File: src/rtl/sump_word_transmitter.sv
// Host TX path: serialises 32-bit words from the core as 8N1 UART frames, LSB byte first,
// skipping bytes whose channel group is disabled.
module sump_word_transmitter #(
    parameter int unsigned BAUD_DIV = 868
) (
    input  logic        clock,
    input  logic        reset_n,
    input  logic [31:0] dataIn,
    input  logic        send,
    input  logic [3:0]  groupDisable,
    output logic        busy,
    output logic        txd
);

    localparam int unsigned CNT_W = (BAUD_DIV > 1) ? $clog2(BAUD_DIV) : 1;
    localparam logic [CNT_W-1:0] CNT_MAX = CNT_W'(BAUD_DIV - 1);

    typedef enum logic [1:0] {IDLE, START, DATA, STOP} state_e;

    state_e           state_q, state_d;
    logic [CNT_W-1:0] cnt_q, cnt_d;
    logic [2:0]       bit_q, bit_d;
    logic [7:0]       shift_q, shift_d;
    logic [31:0]      word_q, word_d;
    logic [3:0]       mask_q, mask_d;
    logic             busy_q, busy_d;
    logic             txd_q, txd_d;

    logic [3:0]  sel_mask;
    logic [31:0] sel_word;
    logic [1:0]  sel_idx;
    logic [7:0]  sel_byte;
    logic [3:0]  rest_mask;
    logic        cnt_end;

    function automatic logic [1:0] lowest_set(input logic [3:0] m);
        if (m[0])      return 2'd0;
        else if (m[1]) return 2'd1;
        else if (m[2]) return 2'd2;
        else           return 2'd3;
    endfunction

    // In IDLE the byte is picked straight from the request; later bytes come from the latched word.
    always_comb begin
        sel_mask  = (state_q == IDLE) ? ~groupDisable : mask_q;
        sel_word  = (state_q == IDLE) ? dataIn : word_q;
        sel_idx   = lowest_set(sel_mask);
        sel_byte  = sel_word[{sel_idx, 3'b000} +: 8];
        rest_mask = sel_mask & ~(4'b0001 << sel_idx);
        cnt_end   = (cnt_q == CNT_MAX);
    end

    always_comb begin
        state_d = state_q;
        cnt_d   = cnt_q + CNT_W'(1);
        bit_d   = bit_q;
        shift_d = shift_q;
        word_d  = word_q;
        mask_d  = mask_q;
        busy_d  = busy_q;
        txd_d   = txd_q;

        case (state_q)
            IDLE: begin
                cnt_d  = '0;
                busy_d = 1'b0;
                txd_d  = 1'b1;
                // busy_q high here means a fully-masked word was just taken; hold off one cycle.
                if (send && !busy_q) begin
                    word_d = dataIn;
                    mask_d = ~groupDisable;
                    busy_d = 1'b1;
                    if (sel_mask != 4'b0000) begin
                        shift_d = sel_byte;
                        mask_d  = rest_mask;
                        state_d = START;
                        txd_d   = 1'b0;
                    end
                end
            end
            START: begin
                if (cnt_end) begin
                    cnt_d   = '0;
                    bit_d   = 3'd0;
                    state_d = DATA;
                    txd_d   = shift_q[0];
                end
            end
            DATA: begin
                if (cnt_end) begin
                    cnt_d = '0;
                    if (bit_q == 3'd7) begin
                        state_d = STOP;
                        txd_d   = 1'b1;
                    end else begin
                        bit_d   = bit_q + 3'd1;
                        shift_d = shift_q >> 1;
                        txd_d   = shift_q[1];
                    end
                end
            end
            STOP: begin
                if (cnt_end) begin
                    cnt_d = '0;
                    if (mask_q != 4'b0000) begin
                        shift_d = sel_byte;
                        mask_d  = rest_mask;
                        state_d = START;
                        txd_d   = 1'b0;
                    end else begin
                        state_d = IDLE;
                        busy_d  = 1'b0;
                    end
                end
            end
            default: begin
                state_d = IDLE;
                cnt_d   = '0;
                busy_d  = 1'b0;
                txd_d   = 1'b1;
            end
        endcase
    end

    always_ff @(posedge clock or negedge reset_n) begin
        if (!reset_n) begin
            state_q <= IDLE;
            cnt_q   <= '0;
            bit_q   <= 3'd0;
            shift_q <= 8'h00;
            word_q  <= 32'h0;
            mask_q  <= 4'b0000;
            busy_q  <= 1'b0;
            txd_q   <= 1'b1;
        end else begin
            state_q <= state_d;
            cnt_q   <= cnt_d;
            bit_q   <= bit_d;
            shift_q <= shift_d;
            word_q  <= word_d;
            mask_q  <= mask_d;
            busy_q  <= busy_d;
            txd_q   <= txd_d;
        end
    end

    assign busy = busy_q;
    assign txd  = txd_q;

endmodule

File: config.mk
export PLATFORM = sky130hd
export DESIGN_NAME = sump_word_transmitter
export DESIGN_NICKNAME = d
export VERILOG_FILES = /design/src/rtl/sump_word_transmitter.sv
export SDC_FILE = /design/constraint.sdc
export NUM_CORES = 1
export LEC_CHECK = 0
export BUFFER_PORTS_ARGS = -buffer_cell sky130_fd_sc_hd__buf_2
export CAP_MARGIN = 20
export CORE_AREA = 2 2 102 104
export DETAILED_ROUTE_END_ITERATION = 12
export DIE_AREA = 0 0 104 106
export GPL_ROUTABILITY_DRIVEN = 0
export PLACE_DENSITY = 0.59
export SLEW_MARGIN = 10
export SYNTH_ARGS = -nofsm -noshare
export SYNTH_HDL_FRONTEND = slang
export SYNTH_SLANG_ARGS = --single-unit
File: constraint.sdc
create_clock -name clock -period 2.6 [get_ports clock]
set_input_delay 0.13 -clock clock [delete_from_list [all_inputs] [get_ports clock]]
set_output_delay 0.13 -clock clock [all_outputs]
set_load 0.01 [all_outputs]
==> summary.txt, run 1 <==
Global route
  – Antenna violations before repair: 0
  – Global-route wire length before repair: 12.7 mm
  – Vias in the first global route: 2614
  – GRT Overall Usage: 14.6%
  – Largest net degree at the start of global routing: 62
  – GR Overflow Total: 0

Die
  – Die Ht: 106 microns
  – Initial core utilization: 34.0%
  – FP Rows: 37
  – Io pins: 41
  – Core Area: 10000 sq um
  – Die footprint: 11000 sq um
  – Die width: 104 microns

Detailed routing
  – Vias per cell: 5.01
  – Final ANT Viol Nets: 0
  – DR WL/cell: 15.2 microns
  – DRC violations left: 0
  – First DRT Iteration DRCs: 107
  – Total number of vias: 2498
  – DRT Pass-1 Iters: 4
  – Total Routed Length: 7.59 mm

Timing
  – Setup violators final: 0
  – Endpoints failing hold: 0
  – Fmax: 0.418 GHz
  – Final setup TNS: 0 ps
  – Unrepaired setup endpoints after global routing: false
  – Minimum clock period: 2390 ps
  – Slew margin rel.: 46.3%
  – Hold_ws: 23.2 ps
  – Worst Max-Slew Pin Slew: 805 ps
  – Clock Skews: 13.0 ps
  – Final Max Tran Viols: 0
  – Final cycle utilization of the critical path: 92.0%

Synth
  – Top cells by area, synth: dfrtp_1, mux2_2, mux2i_1
  – Simple-Gate Fraction of Synth Area: 12.5%
  – Number of synthesized flops with an enable pin: 0
  – Yosys top cell area share: 44.1%
  – Post-Synth XOR/XNOR Area: 2.06%
  – Synth Area in Compound Gates: 15.3%
  – Post-Synthesis Cells: 312
  – Most instantiated cells after synthesis: dfrtp_1, mux2_2, nor2_1, nand2_1
  – Combinational family with the most area after synthesis: multiplexers
  – Mux cell area share after synthesis: 18.6%
  – Top_reg_cell synth: dfrtp_1
  – Seq/Total Area, Yosys: 44.9%
  – Post-synth ARST share: 100%
  – Post-synthesis adder-cell area fraction: 3.31%
  – Yosys top cell by area: dfrtp_1
  – Yosys cell types: 54
  – Syn avg cell area: 10.9 sq um
  – Synth Warn #: 0
  – Number of synthesized register bits: 61
  – Synth Cell Area: 3400 sq um
  – Most frequent cell after synthesis: dfrtp_1
  – Syn_nets: 360

Pwr
  – Cell area power density: 490 nW/um^2
  – Leakage: 1.75 nW
  – Peak supply drop: 0.000286 V
  – Total Power: 1.96 mW

Clock network
  – CTS Buffer Depth: 2
  – CTS buffer count: 9
  – Clock H-tree levels: 3
  – Clock slew at reported path FFs: 80 ps
  – Sink Count: 61
  – Clock Tree Root: clkbuf_8
  – TritonCTS clock tree: yes
  – Skew-Pair Late Insertion Delay: 350 ps

Setup path
  – Buf+Inv Stages, Crit Path: 1
  – Critical path cell sequence: inv_1 > ha_2 > nand2_1 > o22a_2 > a211oi_1 > a2111oi_0 > o31ai_1
  – CP arrival: 2640 ps
  – CP peak stage delay: 450 ps
  – Setup crit end kind: flop
  – Crit-path max FO: 16
  – Worst reg2reg setup slack: 210 ps
  – Worst Path Class, Setup: flop to flop
  – Family with the most delay on the worst path: compound AO/OA/AOI/OAI gates
  – Critical-path top delay cell: dfrtp_1
  – CP required: 2850 ps
  – Critical Path Source Type: flop

Status
  – Status: complete, no violations

Run
  – Max cap viols: 0

Cells and area
  – Area delta synth->final: 17.3%
  – Multi-input gate area: 1770 sq um
  – Finished Layout Cells: 499
  – Reg area: 1530 sq um
  – Inserted Diodes: 0
  – Share of cells above drive strength 1: 32.8%
  – Fill cell count: 1016
  – Final nets: 406

Placement
  – Dpl cells: 481
  – DPL Wire Length: 5.50 mm
  – Port Buffers: 40

Min path
  – Hold Crit Class: input pin to flop
[metrics by stage]
step                      utilization, %  instance area (sq um)  worst slack [ps]
after floorplan                        -                   3400               410
after global placement              37.5                   3750               269
after detailed placement            37.5                   3750               193
after CTS                           39.9                   3990               211
after global routing                39.9                   3990              44.6
final                               39.9                   3990               209
[state kept, by name, summed over array words and instances (netlist names)]
signal / cells
cnt_q: 10
mask_q: 4
shift_q: 8
state_q: 2
word_q: 32
bit_q: 3
txd: 1
busy: 1
[cell families (layout without fill, tap and decap cells)]
kind of cell	after synthesis	count (layout)
compound gates	71	71
flops	61	61
simple gates	84	84
mux	58	58
buf+inv	21	72
xor+xnor	8	8
fa+ha+maj	9	9
[path summary, 6_finish.rpt]
check | startpoint | to | depth (start not counted)
min in group asynchronous | reset_n | cnt_q[9] | 3
worst min-delay path | dataIn[19] | word_q[19] | 2
worst max-delay path | state_q[0] | shift_q[3] | 7
max in group asynchronous | reset_n | shift_q[3] | 3
worst min register to register | txd | txd | 2
worst max register to register | state_q[0] | shift_q[3] | 7
[power breakdown]
| group | internal, mW | leakage, nW | switching [mW] |
|---|---|---|---|
| clock | 0.542 | 0.106 | 0.402 |
| sequential | 0.948 | 0.819 | 0 |
| combinational | 0.0256 | 0.829 | 0.0388 |
[layout make-up]
cell class,count,area share (%)
Clock buffer,9,3.10
Clock inverter,7,2.44
Inverter,8,0.752
Multi-Input combinational cell,230,44.2
Sequential cell,61,38.3
Tap cell,136,4.26
Timing Repair Buffer,48,6.96
[placed cells by master (no fill, tap or decap), types with 3 or more instances in the layout]
master     netlist  final
nand3_1          6      6
o21ai_0         16     16
inv_1            8      8
mux2_2          42     42
a21oi_1          8      8
ha_1             9      8
a2111oi_0        5      5
nor2_1          30     30
xnor2_1          4      4
buf_4            2      5
o22ai_1          7      7
and2_1           3      3
o31ai_1          7      7
a211oi_1        10     10
nor3_1           3      3
buf_2            6     40
nand2_1         22     22
mux2i_1         16     16
dfrtp_1         60     60
xor2_1           4      4
nor2b_1          3      3
clkbuf_8         0      9
[what timing repair did]
item | in CTS | in global routing
hold buffers | 2 | 0
resized for setup | 0 | 0
endpoints found under the hold margin | 61 | 0
setup buffers | 0 | 0
[per-layer routing]
metal / GRT usage, % / vias to the layer above / part of all wire [%]
li1: - / 1254 / -
met5: 0 / - / 0
met3: 4.84 / 11 / 4.6
met2: 23.3 / 47 / 46
met4: 3.67 / 0 / 1.5
met1: 19.1 / 1186 / 48
Note: power is estimated with default switching activity, not from simulation.
==> inputs of run 2 (changes only) <==
--- a/config.mk
+++ b/config.mk
@@ -12,6 +12,7 @@
 export DIE_AREA = 0 0 104 106
 export GPL_ROUTABILITY_DRIVEN = 0
 export PLACE_DENSITY = 0.59
+export RECOVER_POWER = 100
 export SLEW_MARGIN = 10
 export SYNTH_ARGS = -nofsm -noshare
 export SYNTH_HDL_FRONTEND = slang
==> summary.txt, run 2 (synthesis results as in run 1) <==
Detailed routing
  – DRT Pass-1 Iters: 4
  – DR WL/cell: 15.2 microns
  – Final ANT Viol Nets: 0
  – Total Routed Length: 7.58 mm
  – Vias per cell: 5.05
  – Total number of vias: 2519
  – First DRT Iteration DRCs: 107
  – DRC violations left: 0

Global route
  – Vias in the first global route: 2614
  – Antenna violations before repair: 0
  – Global-route wire length before repair: 12.7 mm
  – GRT Overall Usage: 14.6%
  – GR Overflow Total: 0
  – Largest net degree at the start of global routing: 62

Setup path
  – Cell depth of the worst flop-to-flop path: 8
  – Crit. Startpoint: state_q[0]
  – Critical path cell sequence: inv_1 > ha_2 > nor4_1 > nor2b_1 > clkbuf_2 > o21ai_0 > a211oi_1 > o31ai_2
  – CP required: 2860 ps
  – Critical-path top delay cell: dfrtp_1
  – CP peak stage delay: 450 ps
  – Worst Path Class, Setup: flop to flop
  – Critical path depth: 8
  – Critical Path Source Type: flop
  – Buf+Inv Stages, Crit Path: 2
  – Setup crit end kind: flop
  – CP arrival: 2660 ps
  – Family with the most delay on the worst path: compound AO/OA/AOI/OAI gates
  – Crit-path max FO: 16
  – Worst reg2reg setup slack: 200 ps
  – Worst setup path endpoint: shift_q[6]
  – Reg2reg start: state_q[0]
  – Worst reg2reg path endpoint: shift_q[6]

Pwr
  – Sequential cell fraction of total power: 48.4%
  – Peak supply drop: 0.000286 V
  – Sw frac: 22.6%
  – Total Power: 1.96 mW
  – Cell Int Power: 1.52 mW
  – Leakage: 1.75 nW
  – Clk pwr share: 48.3%
  – Cell area power density: 493 nW/um^2
  – Switching power: 0.443 mW
  – Comb pwr share: 3.3%

Timing
  – Hold_ws: 23.5 ps
  – Final cycle utilization of the critical path: 92.5%
  – Slew margin rel.: -3.49%
  – Endpoints failing hold: 0
  – Minimum clock period: 2400 ps
  – Setup violators final: 0
  – Final Max Tran Viols: 62
  – Unrepaired setup endpoints after global routing: false
  – Final WS setup: 196 ps
  – Clock Skews: 12.5 ps
  – Fmax: 0.416 GHz
  – Final setup TNS: 0 ps
  – Worst Max-Slew Pin Slew: 1550 ps

Clock network
  – # Post-CTS Setup Buffers: 0
  – TritonCTS clock tree: yes
  – CTS Buffer Depth: 2
  – CTS buffer count: 9
  – Clock Tree Root: clkbuf_8
  – Clock H-tree levels: 3
  – Sink Count: 61
  – Clock slew at reported path FFs: 80 ps
  – Skew-Pair Late Insertion Delay: 350 ps

Cells and area
  – Final nets: 406
  – Share of cells above drive strength 1: 32.0%
  – Largest register FFs: 32
  – Inserted Diodes: 0
  – Finished Cell Area: 3980 sq um
  – Area delta synth->final: 16.8%
  – Largest regs: word_q (32), cnt_q (10), shift_q (8)
  – Most common cell after layout, fill and taps aside: dfrtp_1
  – Commonest cells after routing, fill and taps aside: dfrtp_1, mux2_2, buf_2
  – Reg with most FFs: word_q

Run
  – Max cap viols: 1

Min path
  – Hold Crit Class: input pin to flop
  – Hold Path Cell Cnt: 2

Placement
  – Place WS: 193 ps
  – Port Buffers: 40
  – Placed cell areas: 3750 sq um
  – DPL Wire Length: 5.50 mm

Status
  – Failing checks: capacitance limit, slew limit
  – Status: finished with violations

Die
  – FP Rows: 37
  – Die Ht: 106 microns
  – Initial core utilization: 34.0%
  – Io pins: 41
  – Core Area: 10000 sq um
  – Die width: 104 microns
  – Die footprint: 11000 sq um
==> run 2: cell types whose count changed in the layout (fill, tap and decap cells not counted) <==
| cell | change |
|---|---|
| a2111oi_1 | -1 |
| dfstp_1 | +1 |
| buf_4 | -3 |
| clkbuf_1 | +1 |
| dfstp_2 | -1 |
| a2111oi_0 | +1 |
| o41ai_1 | +1 |
| buf_2 | -1 |
| o41ai_2 | -1 |
| clkbuf_2 | +3 |
==> run 2: what timing repair did <==
item / 4_1_cts / 5_1_grt
hold buffers: 2 / 0
resized for setup: 0 / 0
hold endpoints to repair: 61 / 0
==> run 2: through the flow <==
| stage | cells | utilization (%) |
|---|---|---|
| 2_1_floorplan | 312 | - |
| 3_3_place_gp | 481 | 37.5 |
| 3_5_place_dp | 481 | 37.5 |
| 4_1_cts | 499 | 39.9 |
| 5_1_grt | 499 | 39.8 |
| 6_report | 499 | 39.8 |
==> run 2: worst register-to-register path, delay by kind of cell (launching register included) <==
kind                     cells  cell delay, ps
AND/OR/NAND/NOR              2             550
flip-flops                   1             450
adder cells (fa/ha/maj)      1             330
buffers and inverters        2             330
AO/OA/AOI/OAI                3             670
==> run 2: worst min path at each step <==
stage               startpoint    endpoint  slack [ps]
6_report            dataIn[19]  word_q[19]          20
4_1_cts              dataIn[6]   word_q[6]           6
5_1_grt             dataIn[22]  word_q[22]          10
3_3_place_gp   groupDisable[3]   mask_q[3]         350
2_1_floorplan          reset_n    bit_q[0]        -170
3_5_place_dp           reset_n    cnt_q[9]         350
==> run 2: area by class of cell <==
class,instances,area [sq um]
Sequential cell,61,1530
Clock buffer,9,124
Fill cell,1021,6020
Inverter,8,30.0
Timing Repair Buffer,48,269
Clock inverter,7,97.6
Tap cell,136,170
Multi-Input combinational cell,230,1760
==> run 2: metal layers <==
layer | share of wire [%] | vias up | GRT usage [%]
met2 | 47 | 50 | 23.3
li1 | - | 1254 | -
met1 | 48 | 1206 | 19.1
met4 | 1.2 | 0 | 3.67
met3 | 4.3 | 9 | 4.84
met5 | 0 | - | 0
==> run 2: power groups by stage <==
| stage | sequential (mW) | combinational [mW] | clock (mW) |
|---|---|---|---|
| global route | 0.948 | 0.0727 | 1.01 |
| finish | 0.948 | 0.0637 | 0.946 |
| detailed placement | 0.967 | 0.0643 | 0 |
| global placement | 0.967 | 0.0647 | 0 |
| floorplan | 0.967 | 0.00347 | 0 |
| CTS | 0.948 | 0.0668 | 0.972 |
